**config.mk**
```make
export PLATFORM = sky130hd
export DESIGN_NAME = ram4x4_arbiter
export DESIGN_NICKNAME = d
export VERILOG_FILES = /design/src/rtl/ram4x4_arbiter.sv
export SDC_FILE = /design/constraint.sdc
export NUM_CORES = 1
export LEC_CHECK = 0
export CAP_MARGIN = 20
export CORE_ASPECT_RATIO = 1.5
export CORE_MARGIN = 3
export CORE_UTILIZATION = 47
export CTS_BUF_LIST = sky130_fd_sc_hd__clkbuf_4 sky130_fd_sc_hd__clkbuf_8 sky130_fd_sc_hd__clkbuf_16
export CTS_CLUSTER_DIAMETER = 60
export DETAILED_ROUTE_END_ITERATION = 10
export PLACE_DENSITY = 0.93
export REMOVE_ABC_BUFFERS = 1
export SLEW_MARGIN = 10
export SYNTH_ARGS = -nofsm -noshare
export SYNTH_HDL_FRONTEND = slang
export SYNTH_SLANG_ARGS = --single-unit
```
**constraint.sdc**
```tcl
create_clock -name clk -period 3.2 [get_ports clk]
set_input_delay 0.8 -clock clk [delete_from_list [all_inputs] [get_ports clk]]
set_output_delay 0.8 -clock clk [all_outputs]
set_load 0.01 [all_outputs]
```
**src/rtl/ram4x4_arbiter.sv**
```systemverilog
// Round-robin arbiter/sequencer between two requesters and the 4x4 register-file RAM.
// state  | meaning
// INIT   | clear sweep, writes 0 to words 0..3
// IDLE   | waiting for a request, arbitration happens here
// ACCESS | latched access driven onto the RAM
// DONE   | one-cycle ack to the owner
module ram4x4_arbiter (
  input  logic       clk,
  input  logic       rst_n,
  input  logic       req_a,
  input  logic       req_b,
  input  logic       we_a,
  input  logic       we_b,
  input  logic [1:0] addr_a,
  input  logic [1:0] addr_b,
  input  logic [3:0] wdata_a,
  input  logic [3:0] wdata_b,
  output logic       ack_a,
  output logic       ack_b,
  output logic [3:0] rdata_a,
  output logic [3:0] rdata_b,
  output logic [1:0] ram_addr,
  output logic [3:0] ram_d,
  output logic       ram_we,
  input  logic [3:0] ram_q,
  output logic       init_done
);

  typedef enum logic [1:0] {INIT, IDLE, ACCESS, DONE} state_t;

  state_t     state, state_nx;
  logic [1:0] init_cnt;
  logic       last_b;
  logic       owner_b;
  logic       grant_b;
  logic       l_we;
  logic [1:0] l_addr;
  logic [3:0] l_wdata;

  always_comb begin
    state_nx = state;
    grant_b  = req_b & (~req_a | ~last_b);
    ram_addr = l_addr;
    ram_d    = l_wdata;
    ram_we   = 1'b0;
    ack_a    = 1'b0;
    ack_b    = 1'b0;
    case (state)
      INIT: begin
        ram_addr = init_cnt;
        ram_d    = 4'h0;
        ram_we   = 1'b1;
        if (init_cnt == 2'd3) state_nx = IDLE;
      end
      IDLE: begin
        if (req_a || req_b) state_nx = ACCESS;
      end
      ACCESS: begin
        ram_we   = l_we;
        state_nx = DONE;
      end
      DONE: begin
        ack_a    = ~owner_b;
        ack_b    = owner_b;
        state_nx = IDLE;
      end
      default: state_nx = INIT;
    endcase
  end

  always_ff @(posedge clk) begin
    if (!rst_n) begin
      state     <= INIT;
      init_cnt  <= 2'd0;
      last_b    <= 1'b1;
      owner_b   <= 1'b0;
      l_we      <= 1'b0;
      l_addr    <= 2'd0;
      l_wdata   <= 4'h0;
      rdata_a   <= 4'h0;
      rdata_b   <= 4'h0;
      init_done <= 1'b0;
    end else begin
      state <= state_nx;
      case (state)
        INIT: begin
          // mirror the sweep into the latches so ram_addr/ram_d hold after INIT
          init_cnt <= init_cnt + 2'd1;
          l_addr   <= init_cnt;
          l_wdata  <= 4'h0;
          if (init_cnt == 2'd3) init_done <= 1'b1;
        end
        IDLE: begin
          if (req_a || req_b) begin
            owner_b <= grant_b;
            last_b  <= grant_b;
            l_we    <= grant_b ? we_b    : we_a;
            l_addr  <= grant_b ? addr_b  : addr_a;
            l_wdata <= grant_b ? wdata_b : wdata_a;
          end
        end
        ACCESS: begin
          if (!l_we) begin
            if (owner_b) rdata_b <= ram_q;
            else         rdata_a <= ram_q;
          end
        end
        default: ;
      endcase
    end
  end

endmodule

```
# == After elaboration in Yosys (flattened, before gate mapping) ==
# Index checks and enable logic that the tools add are counted.
# totals
reg_bits,22
latchBits,0
mem_bits_rw,0
rom_bits,0
output_inout_bits,18
elab_cells,47
n_memories,0
# op_classes
addsub,1
n_mul,0
div_mod_pow,0
order_cmp,0
eq_ne,6
shifts,0
mux,15
bitwise,6
n_reduce_logical,9
# ops
cell,n
$mux 4,3
$mux 2,5
$pmux 2 s4,1
$pmux 4 s2,1
$reduce_and 2->1,4
$eq 2x2->1 const B,3
$reduce_and 3->1,2
$ne 2x2->1 const B,2
$not 1->1,4
$pmux 2 s2,1
$mux 1,3
$add 2x1->2 const B,1
$eq 2x1->1 const B,1
$logic_not 2->1,1
$pmux 1 s2,1
$reduce_bool 2->1,1
$and 1x1->1,1
$logic_or 1x1->1,1
$or 1x1->1,1

# == Logic depth before layout (Yosys ltp) ==
# Gate-level depths: netlist (run 1).
# depth
word_depth,6
depth_mapped,6

# == Least setup slack after synthesis (run 1) ==
# No wires, ideal clock.
# synth_timing
path_kind,register to output
from,reg state[0]
to,out ram_addr[0]
t_arrival_ns,1.118
setup_slack_ns,1.282
stages_incl_launch_ff,5
path_cell_list,dfxtp_1 -> inv_1 -> ha_1 -> buf_2 -> mux2_2
# synth_via
elab_chain_cells,2
# synth_rtl
element,line_no,source
"start, declared",31,"state_t state, state_nx;"
"start signal, assigned",84,state <= state_nx;
$logic_not 2->1,48,case (state)
$mux 2,48,
"end, declared",22,"output logic [1:0] ram_addr,"
# Every way passes these cells.

# == Final worst setup path (run 1) ==
# layout_timing
from,reg state[1]
to,out ram_addr[0]
# The elaborated chain is that of the path after synthesis.

==> results of run 1 <==
## cells in the mapped netlist
| cell | count |
|---|---|
| a21bo_2 | 1 |
| a21boi_0 | 1 |
| a21o_1 | 1 |
| a21oi_1 | 2 |
| a221o_1 | 4 |
| a22oi_1 | 1 |
| a2bb2oi_1 | 1 |
| and2_1 | 2 |
| and2b_1 | 1 |
| buf_2 | 2 |
| buf_6 | 1 |
| clkbuf_1 | 2 |
| dfxtp_1 | 22 |
| ha_1 | 5 |
| inv_1 | 3 |
| mux2_2 | 2 |
| mux2i_1 | 10 |
| nand2_1 | 9 |
| nand3_1 | 2 |
| nand3b_1 | 1 |
| nor2_1 | 4 |
| nor2b_1 | 17 |
| nor3_1 | 9 |
| nor3b_1 | 1 |
| nor3b_2 | 2 |
| o21a_1 | 1 |
| o21ai_0 | 2 |
| o31ai_2 | 1 |
| o41ai_2 | 2 |
| or2_2 | 1 |
| or3b_1 | 1 |
| xor2_1 | 1 |
## per-stage QoR
stage | total power (uW) | utilization [%] | cell area (um^2) | cells
global route | 904 | 69.3 | 1550 | 177
floorplan | 564 | - | 1080 | 110
CTS | 856 | 69.3 | 1550 | 177
finish | 850 | 69.3 | 1550 | 177
detailed placement | 704 | 67.7 | 1510 | 173
global placement | 684 | 67.7 | 1510 | 173
## cell type report
cell class | count | share of cell area, %
tap | 23 | 1.86
timing repair buffer | 40 | 25.7
multi-input combinational | 85 | 40.9
inverter | 3 | 0.728
sequential | 22 | 28.5
clock buffer | 4 | 2.34
## kinds of logic after synthesis
kind of cell             count (synthesis)  synth area share, %
adder cells (fa/ha/maj)                  5                 5.62
XOR/XNOR                                 1                0.787
multiplexers                            12                 11.0
AND/OR/NAND/NOR                         50                 25.6
buffers and inverters                    8                 3.60
flip-flops                              22                 39.6
AO/OA/AOI/OAI                           17                 13.8
## state kept, by name (all words and copies together), names as in the netlist
signal and cells:
last_b 1, owner_b 1, init_cnt 2, state 2, rdata_b 4, rdata_a 4, l_addr 2, l_we 1
init_done 1, l_wdata 4
## metal layers
layer / vias up / wire length (um) / global-route usage [%]
met5: - / 0 / 0
met3: 2 / 164 / 3.56
met2: 31 / 1380 / 33.7
met1: 457 / 971 / 20.4
li1: 477 / - / -
met4: 0 / 27 / 6.41
## worst min path at each step
stage                           from    endpoint  slack [ns]  cells after the start
final                     l_wdata[3]  l_wdata[3]        0.50                      1
after global routing      l_wdata[2]  l_wdata[2]        0.53                      1
after CTS                 l_wdata[3]  l_wdata[3]        0.50                      1
after detailed placement  l_wdata[3]  l_wdata[3]        0.47                      1
after global placement    l_wdata[3]  l_wdata[3]        0.46                      1
after floorplan           l_wdata[0]  l_wdata[0]        0.45                      1
## layout by cell type, fill, tap and decap left out
master,n
nand2_1,9
a2bb2oi_1,1
buf_4,1
mux2i_1,10
o41ai_2,2
clkdlybuf4s50_1,39
o31ai_2,1
o21a_1,1
nor2b_1,17
and2_1,2
a21oi_1,2
nor3b_1,1
mux2_2,2
and2b_1,1
inv_1,3
o21ai_0,2
dfxtp_1,22
a21boi_0,1
a22oi_1,1
clkbuf_4,3
a21bo_2,1
xor2_1,1
nand3b_1,1
nand3_1,2
nor2_1,4
a21o_1,1
or3b_1,1
ha_1,5
nor3b_2,2
nor3_1,9
or2_2,1
clkbuf_8,1
a221o_1,4
## power by group through the flow
stage          combinational [uW]  sequential [uW]  clock, uW
4_1_cts                       336              364        157
5_1_grt                       367              371        166
3_3_place_gp                  321              363          0
3_5_place_dp                  333              370          0
2_1_floorplan                 203              361          0
6_report                      332              363        155
## worst max-delay path: cells and delay by family, from the launching register on
kind	cells	cell delay [ns]
muxes	1	0.41
buffers and inverters	2	0.56
DFF	1	0.36
adders and majority gates	1	0.45
==> results.sh, run 1 <==
export IMPL_slew_headroom_pct=68.4
export IMPL_maxCapViolCount=0
export IMPL_total_leakage_power_uw=0.000608
export IMPL_dr_first_iter_drc_count=19
export IMPL_critical_path_class="flip-flop to output port"
export IMPL_clkSinkCount=22
export IMPL_fin_crit_ns=2.89
export IMPL_crit_arrival_ns=2.09
export IMPL_cts_buffers_inserted=3
export IMPL_grt_max_degree=20
export IMPL_power_share_combinational_pct=39.0
export IMPL_areaGrowthSynthToFinish_pct=39.0
export IMPL_worst_pin_slew_ns=0.474
export IMPL_cts_resized=0
export IMPL_ant_nets=0
export IMPL_synth_warnings=0
export IMPL_gp_congestion=0.764
export IMPL_insertedDiodeCount=0
export IMPL_syn_area_mm2=0.00111
export IMPL_grt_overflow=0
export IMPL_path_cells="inv_1, ha_1, mux2_2, clkdlybuf4s50_1"
export IMPL_grt_antenna_before_repair=0
export IMPL_hold_viol=0
export IMPL_dieWidth_um=45.7
export IMPL_nNetsFinal=182
export IMPL_track_usage_pct=18.6
export IMPL_fin_hold_ws_ns=0.500
export IMPL_cts_root_buf="clkbuf_4"
export IMPL_drcViolationCount=0
export IMPL_avgSynthCellArea_um2=9.68
export IMPL_cp_slowest_stage_delay_ns=0.48
export IMPL_finClkSkew_ns=0.00322
export IMPL_synth_cell_type_count=32
export IMPL_postCtsSetupBuffers=0
export IMPL_fmax_mhz=346
export IMPL_setup_ws_ns=0.311
export IMPL_dp_hpwl_um=2070
export IMPL_synth_top_cell_by_area="dfxtp_1"
export IMPL_post_place_ws_ns=0.649
export IMPL_seq_area_frac_synth_pct=39.6
export IMPL_core_area_mm2=0.00223
export IMPL_startpoint="state[1]"
export IMPL_rsz0062_at_grt="no"
export IMPL_p_sw_share_pct=32.4
export IMPL_drive_above_1_share_pct=9.09
export IMPL_grt_pass1_vias=1008
export IMPL_io_buffers=39
export IMPL_maxSlewViolCount=0
export IMPL_wirelength_um=2550
export IMPL_ctsHoldBuffers=0
export IMPL_r2r_cells=5
export IMPL_synth_cells=115
export IMPL_powerDensity_mw_per_mm2=549
export IMPL_netlist_top_cells_area="dfxtp_1 (40%), nor2b_1 (9.6%), mux2i_1 (9.0%), ha_1 (5.6%), nor3_1 (4.0%)"
export IMPL_initial_utilization_pct=49.9
export IMPL_htreeDepth=1
export IMPL_tritoncts="built"
export IMPL_min_path_type="flip-flop to flip-flop"
export IMPL_drtPass1Iterations=4
export IMPL_r2r_start="state[1]"
export IMPL_finalSetupViolCount=0
export IMPL_grt_pass1_wl_um=4210
export IMPL_crit_slowest_cell="clkdlybuf4s50_1"
export IMPL_fill_cells=170
export IMPL_status="completed"
export IMPL_p_clk_share_pct=18.3
export IMPL_ir_worst_vdd_uv=424
export IMPL_vias_per_cell=5.46
export IMPL_final_seq_area_um2=440
export IMPL_die_h_um=65.6
export IMPL_num_io_pins=40
export IMPL_endpoint="ram_addr[0]"
export IMPL_clk_latency_ns=0.31
export IMPL_multi_input_area_um2=633
export IMPL_synth_seq_cells=22
export IMPL_endpoint_kind="output port"
export IMPL_worstPathRequired_ns=2.40
export IMPL_path_clk_slew_ns=0.12
export IMPL_crit_fanout=12
export IMPL_cp_start_kind="flip-flop"
export IMPL_synth_top_cell_area_share_pct=39.6
export IMPL_wl_per_cell_um=14.4
export IMPL_sequentialPowerShare_pct=42.7
export IMPL_vias=967
export IMPL_p_int_uw=575
export IMPL_finalSetupTns_ns=0
export IMPL_die_area_mm2=0.00300
export IMPL_clock_path_buffers=2
export IMPL_r2r_end="l_wdata[0]"
export IMPL_rrSetupSlack_ns=1.54
export IMPL_rows=21
export IMPL_period_share_pct=90.3
export IMPL_netSwitchingPower_uw=275
Note: power is estimated with default switching activity, not from simulation.
==> run 2: changes to the inputs <==
--- a/config.mk
+++ b/config.mk
@@ -8,11 +8,11 @@
 export CAP_MARGIN = 20
 export CORE_ASPECT_RATIO = 1.5
 export CORE_MARGIN = 3
-export CORE_UTILIZATION = 47
+export CORE_UTILIZATION = 39
 export CTS_BUF_LIST = sky130_fd_sc_hd__clkbuf_4 sky130_fd_sc_hd__clkbuf_8 sky130_fd_sc_hd__clkbuf_16
 export CTS_CLUSTER_DIAMETER = 60
 export DETAILED_ROUTE_END_ITERATION = 10
-export PLACE_DENSITY = 0.93
+export PLACE_DENSITY = 0.84
 export REMOVE_ABC_BUFFERS = 1
 export SLEW_MARGIN = 10
 export SYNTH_ARGS = -nofsm -noshare
==> constraint.sdc (replaced) <==
create_clock -name clk -period 2.42 [get_ports clk]
set_input_delay 0.605 -clock clk [delete_from_list [all_inputs] [get_ports clk]]
set_output_delay 0.605 -clock clk [all_outputs]
set_load 0.01 [all_outputs]
==> run 2 against run 1 <==
  * Non-clock buffer count grew 1
  * Highest routed layer unchanged
  * Count of clock-buffer cells in the layout is the same
  * Sequential share of layout area shrank 0.89 points
  * Sequential power grew 33%
  * Critical endpoint is now ram_addr[1]
==> results.sh, run 2 (synthesis results as in run 1) <==
export IMPL_cp_start_kind="flip-flop"
export IMPL_dr_first_iter_drc_count=16
export IMPL_core_area_mm2=0.00271
export IMPL_dieWidth_um=49.6
export IMPL_tritoncts="built"
export IMPL_cts_root_buf="clkbuf_8"
export IMPL_clkSinkCount=22
export IMPL_final_common_cell="clkdlybuf4s50_1"
export IMPL_vias_per_cell=5.17
export IMPL_fin_crit_ns=2.34
export IMPL_wirelength_um=2760
export IMPL_cp_slowest_stage_delay_ns=0.49
export IMPL_htreeDepth=1
export IMPL_nNetsFinal=183
export IMPL_grt_overflow=0
export IMPL_status="completed"
export IMPL_worstPathRequired_ns=1.81
export IMPL_fmax_mhz=428
export IMPL_gp_congestion=0.851
export IMPL_grt_pass1_wl_um=4630
export IMPL_endpoint_kind="output port"
export IMPL_cts_buffers_inserted=3
export IMPL_period_share_pct=96.6
export IMPL_crit_fanout=4
export IMPL_grt_antenna_before_repair=0
export IMPL_clock_path_buffers=2
export IMPL_areaGrowthSynthToFinish_pct=44.3
export IMPL_ir_worst_vdd_uv=680
export IMPL_drtPass1Iterations=4
export IMPL_drcViolationCount=0
export IMPL_total_leakage_power_uw=0.000695
export IMPL_biggestRegsByFlops="l_wdata: 4 flops, rdata_a: 4 flops, rdata_b: 4 flops"
export IMPL_grt_max_degree=24
export IMPL_ant_nets=0
export IMPL_path_clk_slew_ns=0.08
export IMPL_post_route_util_pct=59.4
export IMPL_track_usage_pct=16.5
export IMPL_finalSetupViolCount=0
export IMPL_slew_headroom_pct=69.3
export IMPL_powerDensity_mw_per_mm2=748
export IMPL_worst_path_buf_inv=2
export IMPL_hold_viol=0
export IMPL_die_h_um=71.4
export IMPL_rows=23
export IMPL_finClkSkew_ns=0.00308
export IMPL_critical_path_class="flip-flop to output port"
export IMPL_crit_arrival_ns=1.73
export IMPL_maxCapViolCount=0
export IMPL_drive_above_1_share_pct=11.6
export IMPL_dp_hpwl_um=2210
export IMPL_rsz0062_at_grt="no"
export IMPL_vias=992
export IMPL_cp_top_family="buffers and inverters"
export IMPL_clk_latency_ns=0.26
export IMPL_finalSetupTns_ns=0
export IMPL_die_area_mm2=0.00355
export IMPL_initial_utilization_pct=41.2
export IMPL_min_path_type="flip-flop to flip-flop"
export IMPL_crit_slowest_cell="clkdlybuf4s50_1"
export IMPL_wl_per_cell_um=14.4
export IMPL_maxSlewViolCount=0
export IMPL_grt_pass1_vias=1062
export IMPL_io_buffers=39
export IMPL_num_io_pins=40
export IMPL_insertedDiodeCount=0
export IMPL_final_cell_mix="clkdlybuf4s50_1 (35), dfxtp_1 (20), nor2b_1 (17), mux2i_1 (10)"
export IMPL_path_cells="inv_1, ha_2, mux2_2, clkdlybuf4s50_1"
export IMPL_worst_pin_slew_ns=0.458
-- run 2: cell count changes in the layout (fill, tap and decap cells not counted) --
| cell | previous run | this run |
|---|---|---|
| clkbuf_8 | 1 | 4 |
| buf_4 | 1 | 2 |
| clkdlybuf4s50_1 | 39 | 35 |
| dfxtp_2 | 0 | 2 |
| clkbuf_4 | 3 | 0 |
| dlymetal6s2s_1 | 0 | 4 |
| ha_2 | 0 | 1 |
| dfxtp_1 | 22 | 20 |
| ha_1 | 5 | 4 |
-- run 2: final cells by class --
class                           instances  area [um^2]
Fill cell                             248         1100
Multi-Input combinational cell         85          636
Sequential cell                        22          443
Timing Repair Buffer                   41          415
Clock buffer                            4         55.1
Tap cell                               37         46.3
Inverter                                3         11.3
-- run 2: repair_timing --
| item | CTS | global route |
|---|---|---|
| hold buffers | 0 | 0 |
| setup endpoints to repair | 0 | 7 |
| resized for setup | 0 | 7 |
| buffers inserted | 0 | 0 |
-- run 2: power by group --
part	total (uW)	switching (uW)	internal, uW
Sequential	481	50.3	430
Clock	266	121	145
Combinational	454	207	247
-- run 2: per-stage QoR --
stage / std cells / power, uW / worst slack, ns / cell area (um^2) / hold slack, ns
2_1_floorplan: 110 / 745 / 0.669 / 1080 / 0.448
3_3_place_gp: 188 / 916 / 0.353 / 1540 / 0.468
3_5_place_dp: 188 / 941 / 0.315 / 1540 / 0.463
4_1_cts: 192 / 1210 / 0.00787 / 1590 / 0.487
5_1_grt: 192 / 1270 / 0.0124 / 1610 / 0.496
6_report: 192 / 1200 / 0.0815 / 1610 / 0.483
-- run 2: path summary, 6_finish.rpt --
path	from	end	slack [ns]	cells after the start
setup / recovery	state[0]	ram_addr[1]	0.08	4
hold / removal	l_wdata[0]	l_wdata[0]	0.48	1
setup reg to reg	state[0]	l_wdata[3]	0.84	6
hold reg to reg	l_wdata[0]	l_wdata[0]	0.48	1
-- run 2: layer usage --
layer	global-route usage (%)	vias to the layer above	share of wire, %
met1	17.3	472	39
met2	31.5	34	53
met3	4.99	2	7.0
li1	-	484	-
met4	3.69	0	0.90
met5	0	-	0
==> run 3: changes to the inputs <==
--- a/config.mk
+++ b/config.mk
@@ -7,7 +7,7 @@
 export LEC_CHECK = 0
 export CAP_MARGIN = 20
 export CORE_ASPECT_RATIO = 1.5
-export CORE_MARGIN = 3
+export CORE_MARGIN = 5
 export CORE_UTILIZATION = 39
 export CTS_BUF_LIST = sky130_fd_sc_hd__clkbuf_4 sky130_fd_sc_hd__clkbuf_8 sky130_fd_sc_hd__clkbuf_16
 export CTS_CLUSTER_DIAMETER = 60
==> run 3 against run 2 <==
  * Power decreased by 2.0%
  * Hold slack improved by 0.0026 ns
  * Critical path type unchanged
  * Clock power decreased by 4%
  * Combinational power decreased by 2%
  * Highest routed layer unchanged
  * Non-clock buffer count unchanged
  * Via count decreased by 1.9%
  * Sequential share of layout area increased by 0.065 points
  * Clock skew increased by 0.0044 ns
==> results.sh, run 3 (synthesis results as in run 1) <==
export IMPL_io_buffers=39
export IMPL_cts_root_buf="clkbuf_8"
export IMPL_wirelength_um=2680
export IMPL_whs_path_depth=1
export IMPL_crit_fanout=4
export IMPL_vias=973
export IMPL_endpoint_kind="output port"
export IMPL_drcViolationCount=0
export IMPL_grt_max_degree=19
export IMPL_worst_pin_slew_ns=0.433
export IMPL_grt_antenna_before_repair=0
export IMPL_slew_headroom_pct=71.0
export IMPL_areaGrowthSynthToFinish_pct=43.9
export IMPL_drive_above_1_share_pct=11.0
export IMPL_grt_overflow=0
export IMPL_insertedDiodeCount=0
export IMPL_worst_path_buf_inv=2
export IMPL_critical_path_class="flip-flop to output port"
export IMPL_ant_nets=0
export IMPL_finalPower_uw=1180
export IMPL_dieWidth_um=53.6
export IMPL_period_share_pct=96.5
export IMPL_total_leakage_power_uw=0.000685
export IMPL_hold_viol=0
export IMPL_fin_crit_ns=2.34
export IMPL_dp_hpwl_um=2130
export IMPL_maxCapViolCount=0
export IMPL_whs_endpoint="l_wdata[3]"
export IMPL_worstHoldStart="l_wdata[3]"
export IMPL_path_clk_slew_ns=0.08
export IMPL_path_cells="inv_1, ha_1, mux2_2, clkdlybuf4s50_1"
export IMPL_dr_first_iter_drc_count=6
export IMPL_maxSlewViolCount=0
export IMPL_worstPathRequired_ns=1.81
export IMPL_drtPass1Iterations=4
export IMPL_rrSetupSlack_ns=0.81
export IMPL_fill_cells=242
export IMPL_gp_congestion=0.724
export IMPL_finClkSkew_ns=0.00749
export IMPL_rsz0062_at_grt="no"
export IMPL_vias_per_cell=5.07
export IMPL_finalSetupViolCount=0
export IMPL_postCtsSetupBuffers=0
export IMPL_track_usage_pct=14.2
export IMPL_final_common_cell="clkdlybuf4s50_1"
export IMPL_r2r_cells=6
export IMPL_fmax_mhz=428
export IMPL_core_area_mm2=0.00271
export IMPL_status="completed"
export IMPL_r2r_end="l_wdata[1]"
export IMPL_clk_latency_ns=0.26
export IMPL_wl_per_cell_um=14.0
export IMPL_finalSetupTns_ns=0
export IMPL_rows=23
export IMPL_min_path_type="flip-flop to flip-flop"
export IMPL_crit_slowest_cell="clkdlybuf4s50_1"
export IMPL_nNetsFinal=183
export IMPL_multi_input_area_um2=633
export IMPL_final_cell_mix="clkdlybuf4s50_1 (34), dfxtp_1 (20), nor2b_1 (17), mux2i_1 (10)"
export IMPL_ir_worst_vdd_uv=554
export IMPL_die_h_um=75.4
export IMPL_final_seq_area_um2=443
export IMPL_tritoncts="built"
export IMPL_die_area_mm2=0.00405
export IMPL_clkSinkCount=22
export IMPL_cp_start_kind="flip-flop"
export IMPL_htreeDepth=1
export IMPL_startpoint="state[1]"
export IMPL_powerDensity_mw_per_mm2=734
export IMPL_num_io_pins=40
export IMPL_crit_arrival_ns=1.73
export IMPL_grt_pass1_vias=966
export IMPL_cp_slowest_stage_delay_ns=0.48
export IMPL_cp_top_family="buffers and inverters"
export IMPL_cts_buffers_inserted=3
export IMPL_r2r_start="state[0]"
export IMPL_grt_pass1_wl_um=4250
export IMPL_biggestRegsByFlops="l_wdata: 4 flops, rdata_a: 4 flops, rdata_b: 4 flops"
export IMPL_initial_utilization_pct=41.2
export IMPL_clock_path_buffers=2
==> run 3: how the worst max path moves through the flow <==
stage	endpoint	slack, ns	cells after the start
finish	ram_addr[0]	0.08	4
global route	ram_addr[1]	0.02	4
CTS	ram_d[1]	0.004	5
detailed placement	ram_d[2]	0.26	5
global placement	ram_d[2]	0.35	5
floorplan	ram_addr[0]	0.67	3
==> run 3: cell type report <==
cell class / count / share of cell area (%)
clock buffers: 4 / 3.43
flip-flops and latches: 22 / 27.6
repair buffers: 41 / 25.8
inverters: 3 / 0.703
multi-input cells: 85 / 39.5
well taps: 37 / 2.89
==> run 3: through the flow <==
step                hold slack, ns  setup slack [ns]  utilization, %  cell area (um^2)  cells
floorplan                    0.448             0.669               -              1080    110
global placement             0.465             0.355            56.8              1540    188
detailed placement           0.466             0.263            56.8              1540    188
CTS                          0.490           0.00444            58.8              1590    192
global route                 0.499            0.0153            59.3              1600    192
finish                       0.486            0.0845            59.3              1600    192
==> run 3: what timing repair did <==
action,CTS,global route
gates resized for setup,1,6
hold buffers,0,0
hold endpoints to repair,0,0
setup endpoints to repair,1,6
==> run 3: worst reg2reg max path, stage by stage (launching register included) <==
cell,delay (ns)
dfxtp_2,0.36
inv_1,0.06
ha_1,0.23
buf_4,0.19
or3b_1,0.39
o31ai_2,0.11
a221o_1,0.22
==> run 3: report_power, final <==
group | leakage [uW] | internal, uW | switching, uW
combinational | 0.000476 | 243 | 200
sequential | 0.000180 | 431 | 48.1
clock | 0.0000288 | 145 | 110
total | 0.000685 | 819 | 358
==> run 3: routing by layer <==
layer / up-vias / track usage, % / share of wire [%]
li1: 487 / - / -
met1: 452 / 14.9 / 40
met2: 32 / 26.5 / 52
met3: 2 / 4.50 / 7.5
met4: 0 / 4.26 / 0.63
met5: - / 0 / 0
